==> config.mk <==
export PLATFORM = sky130hd
export DESIGN_NAME = random_block_field_flat
export DESIGN_NICKNAME = d
export VERILOG_FILES = /design/src/rtl/random_block_field_if.sv /design/src/rtl/random_block_field.sv /design/src/flat_wrapper.sv
export SDC_FILE = /design/constraint.sdc
export NUM_CORES = 1
export LEC_CHECK = 0
export CAP_MARGIN = 20
export CORE_ASPECT_RATIO = 1.5
export CORE_MARGIN = 2
export CORE_UTILIZATION = 30
export DETAILED_ROUTE_END_ITERATION = 10
export PLACE_DENSITY = 0.44
export SETUP_SLACK_MARGIN = 0.5
export SLEW_MARGIN = 5
export SYNTH_ARGS = -nofsm -noshare
export SYNTH_HDL_FRONTEND = slang
export SYNTH_SLANG_ARGS = --single-unit
==> constraint.sdc <==
create_clock -name clock -period 3.1 [get_ports clock]
set_input_delay 0.31 -clock clock [delete_from_list [all_inputs] [get_ports clock]]
set_output_delay 0.31 -clock clock [all_outputs]
set_load 0.01 [all_outputs]
==> src/rtl/random_block_field_if.sv <==
// Pixel/control bus for random_block_field: raster position and screen size in,
// registered colour, slot occupancy and drop counter out.
interface random_block_field_if #(
    parameter int N_BLOCKS = 4
) ();
    logic                move_tick;
    logic                disp_active;
    logic [10:0]         xpos;
    logic [10:0]         ypos;
    logic [10:0]         h_resolution;
    logic [10:0]         v_resolution;
    logic [3:0]          R;
    logic [3:0]          G;
    logic [3:0]          B;
    logic [N_BLOCKS-1:0] active;
    logic [7:0]          drop_count;

    modport master (
        output move_tick, disp_active, xpos, ypos, h_resolution, v_resolution,
        input  R, G, B, active, drop_count
    );

    modport slave (
        input  move_tick, disp_active, xpos, ypos, h_resolution, v_resolution,
        output R, G, B, active, drop_count
    );
endinterface

==> src/rtl/random_block_field.sv <==
// Blocks spawned at LFSR-chosen rows on the right edge scroll left on move_tick and are
// drawn into a registered RGB stream. Define RANDOM_BLOCK_COLOR_EN for per-block random colours.
module random_block_field #(
    parameter int          N_BLOCKS    = 4,
    parameter int          BLOCK_SIZE  = 10,
    parameter int          STEP        = 3,
    parameter int          SPAWN_TICKS = 16,
    parameter logic [15:0] LFSR_SEED   = 16'hACE1
) (
    input logic                 clock,
    input logic                 reset_n,
    random_block_field_if.slave bus
);

    localparam int               CNT_W    = (SPAWN_TICKS > 1) ? $clog2(SPAWN_TICKS) : 1;
    localparam int               IDX_W    = (N_BLOCKS > 1) ? $clog2(N_BLOCKS) : 1;
    localparam logic [CNT_W-1:0] CNT_LAST = CNT_W'(SPAWN_TICKS - 1);
    localparam logic [10:0]      SIZE_11  = 11'(BLOCK_SIZE);
    localparam logic [11:0]      SIZE_12  = 12'(BLOCK_SIZE);
    localparam logic [10:0]      STEP_11  = 11'(STEP);
    localparam logic [10:0]      MOVE_MIN = 11'(BLOCK_SIZE + STEP);

    typedef enum logic {
        S_IDLE   = 1'b0,
        S_ACTIVE = 1'b1
    } slot_state_e;

    slot_state_e         state_q [N_BLOCKS];
    slot_state_e         state_d [N_BLOCKS];
    logic [10:0]         x_q     [N_BLOCKS];
    logic [10:0]         x_d     [N_BLOCKS];
    logic [10:0]         y_q     [N_BLOCKS];
    logic [10:0]         y_d     [N_BLOCKS];
`ifdef RANDOM_BLOCK_COLOR_EN
    logic [11:0]         col_q   [N_BLOCKS];
    logic [11:0]         col_d   [N_BLOCKS];
    logic [11:0]         spawn_col;
`endif
    logic [15:0]         lfsr_q, lfsr_d;
    logic [CNT_W-1:0]    cnt_q, cnt_d;
    logic                pend_q, pend_d;
    logic [7:0]          drop_q, drop_d;
    logic [3:0]          r_q, g_q, b_q;
    logic [3:0]          r_d, g_d, b_d;
    logic [10:0]         cand;
    logic                cand_ok;
    logic                spawn_req;
    logic                spawn_try;
    logic                free_found;
    logic [IDX_W-1:0]    free_idx;
    logic                hit;
    logic [11:0]         hit_col;
    logic [N_BLOCKS-1:0] act_vec;

    function automatic logic [7:0] sat_inc8(input logic [7:0] v);
        return (v == 8'hFF) ? v : v + 8'd1;
    endfunction

    function automatic logic [15:0] lfsr_step(input logic [15:0] v);
        return {v[14:0], v[15] ^ v[13] ^ v[12] ^ v[10]};
    endfunction

    // Spawn scheduling: tick counter, candidate qualification, retry flag, free-slot search
    always_comb begin
        lfsr_d    = lfsr_step(lfsr_q);
        cand      = lfsr_q[10:0];
        cand_ok   = (cand >= SIZE_11) && (cand < bus.v_resolution);
        spawn_req = bus.move_tick && (cnt_q == CNT_LAST);
        spawn_try = spawn_req || (pend_q && bus.move_tick);

        cnt_d = cnt_q;
        if (bus.move_tick) begin
            cnt_d = (cnt_q == CNT_LAST) ? '0 : cnt_q + 1'b1;
        end

        pend_d = spawn_try ? !cand_ok : pend_q;

        free_found = 1'b0;
        free_idx   = '0;
        for (int k = 0; k < N_BLOCKS; k++) begin
            if (!free_found && state_q[k] == S_IDLE) begin
                free_found = 1'b1;
                free_idx   = IDX_W'(k);
            end
        end

        drop_d = (spawn_try && cand_ok && !free_found) ? sat_inc8(drop_q) : drop_q;

`ifdef RANDOM_BLOCK_COLOR_EN
        spawn_col = {lfsr_q[15:12], lfsr_q[11:8], lfsr_q[3:0]};
        if (spawn_col == 12'h000) begin
            spawn_col = 12'hF00;
        end
`endif
    end

    // Slot FSM next state: an IDLE slot can only spawn, so it never moves in its spawn cycle,
    // and a slot leaving this cycle is still ACTIVE in state_q, so it is not picked as free.
    always_comb begin
        for (int k = 0; k < N_BLOCKS; k++) begin
            state_d[k] = state_q[k];
            x_d[k]     = x_q[k];
            y_d[k]     = y_q[k];
`ifdef RANDOM_BLOCK_COLOR_EN
            col_d[k]   = col_q[k];
`endif
            if (state_q[k] == S_ACTIVE) begin
                if (bus.move_tick) begin
                    if (x_q[k] >= MOVE_MIN) begin
                        x_d[k] = x_q[k] - STEP_11;
                    end else begin
                        state_d[k] = S_IDLE;
                    end
                end
            end else if (spawn_try && cand_ok && free_found && (free_idx == IDX_W'(k))) begin
                state_d[k] = S_ACTIVE;
                x_d[k]     = bus.h_resolution - 11'd1;
                y_d[k]     = cand;
`ifdef RANDOM_BLOCK_COLOR_EN
                col_d[k]   = spawn_col;
`endif
            end
        end
    end

    // Pixel hit: compare with BLOCK_SIZE added on the pixel side so nothing underflows
    always_comb begin
        hit     = 1'b0;
        hit_col = 12'hF00;
        for (int k = 0; k < N_BLOCKS; k++) begin
            if (!hit && state_q[k] == S_ACTIVE
                && (({1'b0, bus.xpos} + SIZE_12) > {1'b0, x_q[k]}) && (bus.xpos < x_q[k])
                && (({1'b0, bus.ypos} + SIZE_12) > {1'b0, y_q[k]}) && (bus.ypos < y_q[k])) begin
                hit = 1'b1;
`ifdef RANDOM_BLOCK_COLOR_EN
                hit_col = col_q[k];
`endif
            end
        end
        r_d = 4'h0;
        g_d = 4'h0;
        b_d = 4'h0;
        if (hit && bus.disp_active) begin
            {r_d, g_d, b_d} = hit_col;
        end
    end

    always_comb begin
        for (int k = 0; k < N_BLOCKS; k++) begin
            act_vec[k] = (state_q[k] == S_ACTIVE);
        end
    end

    always_ff @(posedge clock or negedge reset_n) begin
        if (!reset_n) begin
            for (int k = 0; k < N_BLOCKS; k++) begin
                state_q[k] <= S_IDLE;
                x_q[k]     <= '0;
                y_q[k]     <= '0;
`ifdef RANDOM_BLOCK_COLOR_EN
                col_q[k]   <= '0;
`endif
            end
            lfsr_q <= LFSR_SEED;
            cnt_q  <= '0;
            pend_q <= 1'b0;
            drop_q <= '0;
            r_q    <= '0;
            g_q    <= '0;
            b_q    <= '0;
        end else begin
            for (int k = 0; k < N_BLOCKS; k++) begin
                state_q[k] <= state_d[k];
                x_q[k]     <= x_d[k];
                y_q[k]     <= y_d[k];
`ifdef RANDOM_BLOCK_COLOR_EN
                col_q[k]   <= col_d[k];
`endif
            end
            lfsr_q <= lfsr_d;
            cnt_q  <= cnt_d;
            pend_q <= pend_d;
            drop_q <= drop_d;
            r_q    <= r_d;
            g_q    <= g_d;
            b_q    <= b_d;
        end
    end

    assign bus.R          = r_q;
    assign bus.G          = g_q;
    assign bus.B          = b_q;
    assign bus.active     = act_vec;
    assign bus.drop_count = drop_q;

endmodule

==> src/flat_wrapper.sv <==
// flat-port wrapper written by rule: the top's interface ports become plain ports
module random_block_field_flat 
#(
    parameter int          N_BLOCKS    = 4,
    parameter int          BLOCK_SIZE  = 10,
    parameter int          STEP        = 3,
    parameter int          SPAWN_TICKS = 16,
    parameter logic [15:0] LFSR_SEED   = 16'hACE1
)
  (clock, reset_n, bus_move_tick, bus_disp_active, bus_xpos, bus_ypos, bus_h_resolution, bus_v_resolution, bus_R, bus_G, bus_B, bus_active, bus_drop_count);
  random_block_field_if #(.N_BLOCKS(N_BLOCKS)) bus_i ();
  input logic clock;
  input logic reset_n;
  input wire logic [$bits(bus_i.move_tick)-1:0] bus_move_tick;
  input wire logic [$bits(bus_i.disp_active)-1:0] bus_disp_active;
  input wire logic [$bits(bus_i.xpos)-1:0] bus_xpos;
  input wire logic [$bits(bus_i.ypos)-1:0] bus_ypos;
  input wire logic [$bits(bus_i.h_resolution)-1:0] bus_h_resolution;
  input wire logic [$bits(bus_i.v_resolution)-1:0] bus_v_resolution;
  output wire logic [$bits(bus_i.R)-1:0] bus_R;
  output wire logic [$bits(bus_i.G)-1:0] bus_G;
  output wire logic [$bits(bus_i.B)-1:0] bus_B;
  output wire logic [$bits(bus_i.active)-1:0] bus_active;
  output wire logic [$bits(bus_i.drop_count)-1:0] bus_drop_count;
  assign bus_i.move_tick = bus_move_tick;
  assign bus_i.disp_active = bus_disp_active;
  assign bus_i.xpos = bus_xpos;
  assign bus_i.ypos = bus_ypos;
  assign bus_i.h_resolution = bus_h_resolution;
  assign bus_i.v_resolution = bus_v_resolution;
  assign bus_R = bus_i.R;
  assign bus_G = bus_i.G;
  assign bus_B = bus_i.B;
  assign bus_active = bus_i.active;
  assign bus_drop_count = bus_i.drop_count;
  random_block_field #(.N_BLOCKS(N_BLOCKS), .BLOCK_SIZE(BLOCK_SIZE), .STEP(STEP), .SPAWN_TICKS(SPAWN_TICKS), .LFSR_SEED(LFSR_SEED)) u_core (.clock(clock), .reset_n(reset_n), .bus(bus_i));
endmodule
# Yosys cells after proc, flatten, opt, wreduce, memory -nomap -nowiden
# Cells that the tools add are included.
[totals]
ff_bits = 125
output_inout_bits = 24
[op_classes]
addsub = 9
order_cmp = 22
n_eq_ne = 13
mux = 45
n_bitwise = 8
reduce_logical = 55
[op_table]
columns = ["operator", "n"]
rows = [
  ["2-to-1 mux 11 bit", 16],
  ["< comparator 11 bit", 9],
  ["> comparator 12 x 11 -> 1 bit", 8],
  ["greater-or-equal comparator 11 x 4 -> 1 bit (second input constant)", 5],
  ["subtractor 11 x 2 -> 11 bit (second input constant)", 4],
  ["logical AND 1 bit", 33],
  ["2-to-1 mux 1 bit", 25],
  ["adder 11 x 4 -> 12 bit (second input constant)", 2],
  ["inequality test 2 bit (second input constant)", 8],
  ["AND reduction 3 bit", 4],
  ["subtractor 11 x 1 -> 11 bit (second input constant)", 1],
  ["AND reduction 2 bit", 5],
  ["adder 8 x 1 -> 8 bit (second input constant)", 1],
  ["equality test 8 bit (second input constant)", 1],
  ["2-to-1 mux 4 bit", 2],
  ["nonzero test 2 bit", 4],
  ["zero test 1 bit", 7],
  ["inverter 1 bit", 5],
  ["adder 4 x 1 -> 4 bit (second input constant)", 1],
  ["equality test 2 bit (second input constant)", 2],
  ["equality test 4 bit (second input constant)", 1],
  ["2-to-1 mux 2 bit", 2],
  ["XOR 1 bit", 3],
  ["equality test 2 x 1 -> 1 bit (second input constant)", 1],
  ["2 further kinds", 2],
]

# Longest topological paths before layout
# Gate-level depths: netlist of the first run.
[logic_depth]
ltp_word = 30
ltp_mapped = 12

# Worst setup path before layout of the first run
# Ideal clock, no wire load.
[synth_timing]
path_type = "input -> register"
startpoint = "input port bus_ypos[1]"
endpoint = "register u_core.r_q[2], in the netlist u_core.bus.R[2]"
t_arrival_ns = 2.647
t_required_ns = 2.969
path_slack_ns = 0.322
cell_stages = 12
path_buffers = 0
path_cell_list = "ha_1 o2111ai_1 nor2_1 xor2_1 ha_1 nand4_1 a21oi_1 or4_1 o211ai_1 nor3_1 a221oi_1 a31oi_1"
[synth_via]
elab_chain_len = 28
word_cells_on_any_way = 35
cone_classes = "add/sub (1); order compare (8); mux (5); reduce/logical (21)"
[synth_lines]
columns = ["element", "line", "source"]
rows = [
  ["start: declaration", "flat_wrapper.sv:17", "input wire logic [$bits(bus_i.ypos)-1:0] bus_ypos;"],
  ["adder 11 x 4 -> 12 bit", "random_block_field.sv:133", "&& (({1'b0, bus.ypos} + SIZE_12) > {1'b0, y_q[k]}) && (bus.ypos < y_q[k])) begin"],
  ["> comparator 12 x 11 -> 1 bit", "random_block_field.sv:133", ""],
  ["logical AND 1 bit (2 in a row)", "random_block_field.sv:133", ""],
  ["2-to-1 mux 1 bit", "random_block_field.sv:131", "if (!hit && state_q[k] == S_ACTIVE"],
  ["zero test 1 bit", "random_block_field.sv:131", ""],
  ["logical AND 1 bit", "random_block_field.sv:131", ""],
  ["logical AND 1 bit (2 in a row)", "random_block_field.sv:132", "&& (({1'b0, bus.xpos} + SIZE_12) > {1'b0, x_q[k]}) && (bus.xpos < x_q[k])"],
  ["logical AND 1 bit (2 in a row)", "random_block_field.sv:133", ""],
  ["[... 7 more ...]", "--", ""],
  ["2-to-1 mux 1 bit", "random_block_field.sv:131", ""],
  ["zero test 1 bit", "random_block_field.sv:131", ""],
  ["logical AND 1 bit", "random_block_field.sv:131", ""],
  ["logical AND 1 bit (2 in a row)", "random_block_field.sv:132", ""],
  ["logical AND 1 bit (2 in a row)", "random_block_field.sv:133", ""],
  ["2-to-1 mux 1 bit (*)", "random_block_field.sv:131", ""],
  ["logical AND 1 bit (*)", "random_block_field.sv:143", "if (hit && bus.disp_active) begin"],
  ["2-to-1 mux 4 bit (*)", "random_block_field.sv:143", ""],
  ["end signal: assignment", "random_block_field.sv:184", "r_q <= r_d;"],
  ["end: declaration", "random_block_field.sv:43", "logic [3:0] r_q, g_q, b_q;"],
]
# Every way passes the cells marked *; elsewhere a longest branch is shown, timed or not.
# A chain may end at the register's enable or synchronous reset.

# Final worst setup path of the first run
[layout_timing]
startpoint = "register u_core.x_q[16] in the netlist's numbering"
endpoint = "register u_core.x_q[11] in the netlist's numbering"
[layout_via]
elab_chain_len = 3
[layout_lines]
columns = ["element", "line", "source"]
rows = [
  ["start: declaration", "random_block_field.sv:30", "logic [10:0] x_q [N_BLOCKS];"],
  ["start signal: indexed assignment", "random_block_field.sv:174", "x_q[k] <= x_d[k];"],
  ["greater-or-equal comparator 11 x 4 -> 1 bit", "random_block_field.sv:109", "if (x_q[k] >= MOVE_MIN) begin"],
  ["inequality test 2 bit (no line)", "--", ""],
  ["AND reduction 3 bit (no line)", "--", ""],
]
# No other way between the ends.

==> impl_results.md, run 1 <==
- Routed Antenna Nets: 0
- Maxcap violations: 0
- Horiz. Die Dim: 155.4 µm
- CTS sink count: 122
- Pin count of the biggest net entering global routing: 51
- Reg area: 3067 µm²
- Warnings from Yosys: 0
- RSZ-0062 raised after global routing: yes
- Synth Flop Type: dfrtp_1
- Sequential fraction of the synthesis area: 29.71%
- # setup viols final: 0
- DRT iter0 DRCs: 364
- Post-layout util: 39.28%
- CTS Buf Count: 17
- Tmin final: 2.539 ns
- TNS Setup: 0 ns
- Post-Route WL: 37020 µm
- Num ports: 72
- Remaining Overflow, GRT: 0
- Die Ht: 231.1 µm
- Tot GR Track Use: 21.13%
- Worst Max-Slew Pin Slew: 0.8028 ns
- Wire length per cell: 20.71 µm
- Clk slew on worst S/H paths: 0.06 ns
- Hold crit path type: input pin to asynchronous set/reset pin
- Post-synthesis cell area: 10310 µm²
- First-pass GRT wire length: 57230 µm
- Vias per std cell: 5.346
- TritonRoute pass-1 iters: 5
- Initial Util: 30.27%
- Max Buffers Root-to-Sink: 2
- Hold slack final: 0.3474 ns
- VDD IR max: 0.3707 mV
- CP Max Fanout: 9
- Ant diodes: 0
- Final WS setup: 0.5607 ns
- R2R Setup Slk: 0.56 ns
- Power density cells: 585.8 nW/µm²
- Vias in the first global route: 9696
- CP Data Required Time: 3.43 ns
- Max-slew headroom: 46.48%
- Post-synth EDFFs: 0
- Startpoint Class: register
- Die ar.: 35900 µm²
- GP Congestion: 0.8851
- Ys async rst share: 100.0%
- Status: completed
- Commonest non-fill, non-tap cell in the layout: ha_1
- Distinct cell type count of the synthesized netlist: 72
- Clock root cell: clkbuf_16
- Post-Synthesis Cells: 1167
- Fill cells: 3480
- Share of layout cells above drive strength 1: 18.20%
- Nets: 1589
- Fin crit share: 81.91%
- Cell Rows: 83
- Most frequent cells in the layout: ha_1 (186), buf_4 (121), inv_1 (112), dfrtp_1 (111), nand2_1 (103)
- Initial antenna violation count: 0
- Placed wire-length estimate: 29160 µm
- Area growth syn-to-layout: 29.77%
- Vias post-DR: 9559
- Multi-input logic area: 7008 µm²
- Pre-CTS setup slack: -0.3866 ns
- Slew Limit Fails: 0
- Final Hold Fails: 0
- CTS tree: done
- Clk_lat worst skew: 0.44 ns
- DRC: 0
- Crit path kind: register to register
- # H-tree levels: 4
- Crit end category: register
- Syn Area/Cell: 8.836 µm²
- PortBufs: 63
- Worst Path Arrival: 2.87 ns
- Max Fclk: 0.3938 GHz
- FF+latch count, synth: 122
- Total power after layout: 7.838 mW
- Core area: 34060 µm²
- Skew final: 0.005344 ns
- Pleak: 6.178 nW
-- layout make-up --
class	count	area share, %
inverters	112	3.142
well taps	425	3.974
clock buffers	19	3.385
flip-flops and latches	122	22.92
clock inverters	13	1.178
repair buffers	196	13.03
multi-input cells	901	52.38
-- Yosys cell counts (11+ instances only) --
library cell / n / area [µm²]
a211oi_1: 18 / 135.1
a21o_1: 14 / 105.1
a21oi_1: 52 / 260.3
a31oi_1: 13 / 81.33
buf_4: 11 / 82.58
clkbuf_1: 26 / 97.59
dfrtp_1: 114 / 2853
ha_1: 191 / 2390
inv_1: 112 / 420.4
nand2_1: 104 / 390.4
nand3_1: 39 / 195.2
nand4_1: 28 / 175.2
nor2_1: 53 / 198.9
nor3_1: 36 / 180.2
o211ai_1: 17 / 127.6
o21ai_0: 104 / 520.5
xnor2_1: 24 / 210.2
xor2_1: 14 / 122.6
-- where the power goes --
group	leakage, nW	switching (mW)	internal [mW]	total (mW)
combinational	4.42	1.93	1.48	3.41
sequential	1.47	0.418	1.90	2.32
clock	0.291	0.867	1.25	2.12
-- worst paths after layout --
check | start | end | cells past startpoint
max | u_core.x_q[16] | u_core.x_q[11] | 6
min | reset_n | u_core.bus.drop_count[0] | 2
max reg2reg | u_core.x_q[16] | u_core.x_q[11] | 6
min reg2reg | u_core.lfsr_q[14] | u_core.lfsr_q[15] | 0
max in group asynchronous | reset_n | u_core.lfsr_q[1] | 3
min in group clock | u_core.lfsr_q[14] | u_core.lfsr_q[15] | 0
-- per-layer routing --
| layer | wire length (µm) | GRT usage [%] | vias to the layer above | part of all wire, % |
|---|---|---|---|---|
| met5 | 0 | 0 | - | 0 |
| met4 | 1338 | 8.343 | 0 | 3.6 |
| met3 | 913 | 2.543 | 56 | 2.5 |
| met2 | 19600 | 39.41 | 175 | 53 |
| met1 | 15170 | 24.28 | 4642 | 41 |
| li1 | - | - | 4686 | - |
-- stage by stage --
| stage | std cells | cell area (µm²) |
|---|---|---|
| 5_1_grt | 1788 | 13380 |
| 2_1_floorplan | 1174 | 10380 |
| 3_5_place_dp | 1738 | 12290 |
| 6_report | 1788 | 13380 |
| 3_3_place_gp | 1738 | 12290 |
| 4_1_cts | 1777 | 13060 |
-- sequential cells by signal, summed over array words and instances, names as in the netlist --
| name | flops |
|---|---|
| u_core.y_q | 44 |
| u_core.pend_q | 1 |
| u_core.bus.drop_count | 8 |
| u_core.bus.R | 1 |
| u_core.bus.active | 4 |
| u_core.x_q | 44 |
| u_core.lfsr_q | 16 |
| u_core.cnt_q | 4 |
-- critical path: stages, from the launching register on --
cell and delay (ns):
dfrtp_2 0.43, or3_4 0.38, or3_4 0.35, or4_4 0.49, and2_4 0.22, a21o_4 0.26
mux2_4 0.29
-- kinds of logic (layout without fill, tap and decap cells) --
logic type,Yosys count,count (layout),synth area share (%)
fa+ha+maj,191,191,23.18
buf+inv,151,340,5.982
simple gates,320,320,15.17
mux,13,13,1.395
flops,122,122,29.71
xor+xnor,38,38,3.228
other cells,1,8,0.03637
compound gates,331,331,21.31
-- what timing repair did --
item | 4_1_cts | 5_1_grt
endpoints found under the hold margin | 31 | 0
hold buffers | 1 | 0
setup buffers | 6 | 10
setup endpoints to repair | 16 | 58
cloned | 0 | 1
pin swaps | 16 | 25
resized for setup | 29 | 49
No activity file was read; power rests on OpenSTA's default activity.
==> inputs of run 2 (changes only) <==
--- a/config.mk
+++ b/config.mk
@@ -10,7 +10,7 @@
 export CORE_MARGIN = 2
 export CORE_UTILIZATION = 30
 export DETAILED_ROUTE_END_ITERATION = 10
-export PLACE_DENSITY = 0.44
+export PLACE_DENSITY = 0.46
 export SETUP_SLACK_MARGIN = 0.5
 export SLEW_MARGIN = 5
 export SYNTH_ARGS = -nofsm -noshare
==> constraint.sdc (replaced) <==
create_clock -name clock -period 2.3 [get_ports clock]
set_input_delay 0.23 -clock clock [delete_from_list [all_inputs] [get_ports clock]]
set_output_delay 0.23 -clock clock [all_outputs]
set_load 0.01 [all_outputs]
==> run 2 against run 1 <==
  * Largest power group unchanged
  * Via count grew 8.0%
  * The run now ends with setup timing left
  * Power rose by 48%
  * Register-to-register slack got worse by 0.81 ns
  * Hold slack lost 0.052 ns
==> impl_results.md, run 2 (synthesis gave the netlist of run 1 again) <==
- CP Max Fanout: 5
- Met1 usage: 25.05%
- Ant diodes: 0
- Num ports: 72
- Area growth syn-to-layout: 52.97%
- CP Data Required Time: 2.63 ns
- GP Congestion: 0.8745
- Die Ht: 231.1 µm
- CTS Buf Count: 17
- CTS tree: done
- Tmin final: 2.549 ns
- Worst Path Buf+Inv: 3
- Max Buffers Root-to-Sink: 2
- Remaining Overflow, GRT: 0
- Cell Rows: 83
- Grt met3 use: 3.628%
- Worst-path cell chain: ha_4, a21o_1, a211oi_4, o21ai_4, a2111oi_4, buf_6, buf_12, buf_12, o22ai_2, a22o_1
- CP top delay family: compound AO/OA/AOI/OAI gates
- TritonRoute pass-1 iters: 7
- Pre-CTS setup slack: -1.068 ns
- Clk_lat worst skew: 0.46 ns
- Die ar.: 35900 µm²
- Placed wire-length estimate: 30410 µm
- Nets: 1751
- Initial antenna violation count: 0
- First-pass GRT wire length: 60620 µm
- Final std cells w/o fill: 1950
- Core area: 34060 µm²
- Wire length per cell: 20.35 µm
- PortBufs: 63
- CP dominant cell by count: buf_12
- Horiz. Die Dim: 155.4 µm
- Tot GR Track Use: 22.56%
- # H-tree levels: 4
- Critical-path top delay cell: dfrtp_1
- Vias in the first global route: 10550
- Maxcap violations: 0
- CTS sink count: 122
- Placed cells: 1852
- Final WS setup: -0.2494 ns
- VDD IR max: 0.6225 mV
- Share of layout cells above drive strength 1: 35.15%
- Worst Max-Slew Pin Slew: 0.5712 ns
- Final Hold Fails: 0
- Power density cells: 736.4 nW/µm²
- Worst Path Arrival: 2.88 ns
- Startpoint Class: register
- Met2 Usage GRT: 40.74%
- Fill cells: 3300
- Clock root cell: clkbuf_16
- DRT iter0 DRCs: 415
- Hold crit path type: input pin to asynchronous set/reset pin
- Most frequent cells in the layout: buf_4 (222), ha_1 (185), inv_1 (112), dfrtp_1 (111), nand2_1 (62)
- Post-layout util: 46.30%
- Initial Util: 30.27%
- Crit end category: register
- Clk slew on worst S/H paths: 0.07 ns
- Post-Route WL: 39680 µm
- Pin count of the biggest net entering global routing: 55
- Vias per std cell: 5.294
- Failing checks: setup timing
- Status: complete, but fails checks
- DRC: 0
- Max Fclk: 0.3922 GHz
- Slew Limit Fails: 0
- Crit path kind: register to register
- Routed Antenna Nets: 0
- Grt peak-use layer: met2
- # setup viols final: 83
- RSZ-0062 raised after global routing: yes
- Biggest regs: u_core.x_q x44, u_core.y_q x44, u_core.lfsr_q x16
- Fin crit share: 110.8%
- Max-slew headroom: 61.52%
- Area after DPL: 13380 µm²
- Skew final: 0.01244 ns
- Vias post-DR: 10320
- Commonest non-fill, non-tap cell in the layout: buf_4
- Pleak: 7.535 nW
- Worst path max stage delay: 0.41 ns
- Final instance area: 15770 µm²
-- run 2: changes by cell type in the layout (fill, tap and decap cells not counted), sizes merged --
cell,previous run,this run
inv,118,119
dlygate4sd2,3,12
bufinv,2,1
clkbuf,22,21
or2,6,7
clkinv,2,6
clkinvlp,3,0
buf,132,293
dlymetal6s2s,10,3
clkdlybuf4s50,47,44
clkdlybuf4s15,0,1
-- run 2: path summary, 6_finish.rpt --
path                            slack [ns]         startpoint  cells after the start                        to
worst max register to register       -0.25   u_core.lfsr_q[4]                     10            u_core.x_q[28]
max in group asynchronous             1.33            reset_n                      3            u_core.y_q[30]
worst max-delay path                 -0.25   u_core.lfsr_q[4]                     10            u_core.x_q[28]
worst min-delay path                  0.30            reset_n                      2  u_core.bus.drop_count[1]
min in group clock                    0.37  u_core.lfsr_q[14]                      0         u_core.lfsr_q[15]
worst min register to register        0.37  u_core.lfsr_q[14]                      0         u_core.lfsr_q[15]
-- run 2: per-stage QoR --
stage / power (mW) / hold slack (ns) / setup TNS [ns]
after floorplan: 6.091 / -0.06559 / -1.169
after global routing: 12.42 / 0.3213 / -14.64
after global placement: 8.254 / 0.2312 / -32.55
final: 11.62 / 0.2959 / -9.277
after CTS: 11.48 / 0.3047 / -4.332
after detailed placement: 8.324 / 0.2290 / -35.65
-- run 2: timing repair --
action,in CTS,in global routing
hold buffers,1,0
endpoints found under the setup margin,106,104
pin swaps,60,50
buffers inserted,33,20
cloned,10,2
gates resized for setup,174,108
hold endpoints to repair,43,0
-- run 2: report_power, final --
part | internal (mW) | leakage, nW | switching (mW)
logic | 2.69 | 5.77 | 3.12
registers | 2.56 | 1.47 | 0.422
clock network | 1.57 | 0.295 | 1.26
total | 6.82 | 7.53 | 4.80
-- run 2: final cells by class --
cell class,instances,area (µm²),area share (%)
clock buffers,18,439.2,2.784
well taps,425,531.8,3.371
multi-input cells,902,7704,48.84
inverters,112,420.4,2.665
repair buffers,357,3455,21.90
clock inverters,14,156.4,0.9916
flip-flops and latches,122,3067,19.44
-- run 2: routing by layer --
layer,wire length [µm],vias up
li1,-,5007
met1,15500,4969
met2,20850,251
met3,1285,96
met4,2042,0
met5,0,-
==> inputs of run 3 (changes only) <==
--- a/config.mk
+++ b/config.mk
@@ -12,7 +12,6 @@
 export DETAILED_ROUTE_END_ITERATION = 10
 export PLACE_DENSITY = 0.46
 export SETUP_SLACK_MARGIN = 0.5
-export SLEW_MARGIN = 5
 export SYNTH_ARGS = -nofsm -noshare
 export SYNTH_HDL_FRONTEND = slang
 export SYNTH_SLANG_ARGS = --single-unit
==> results of run 3 <==
No change in the layout: final DEF, timing and power equal those of run 2.
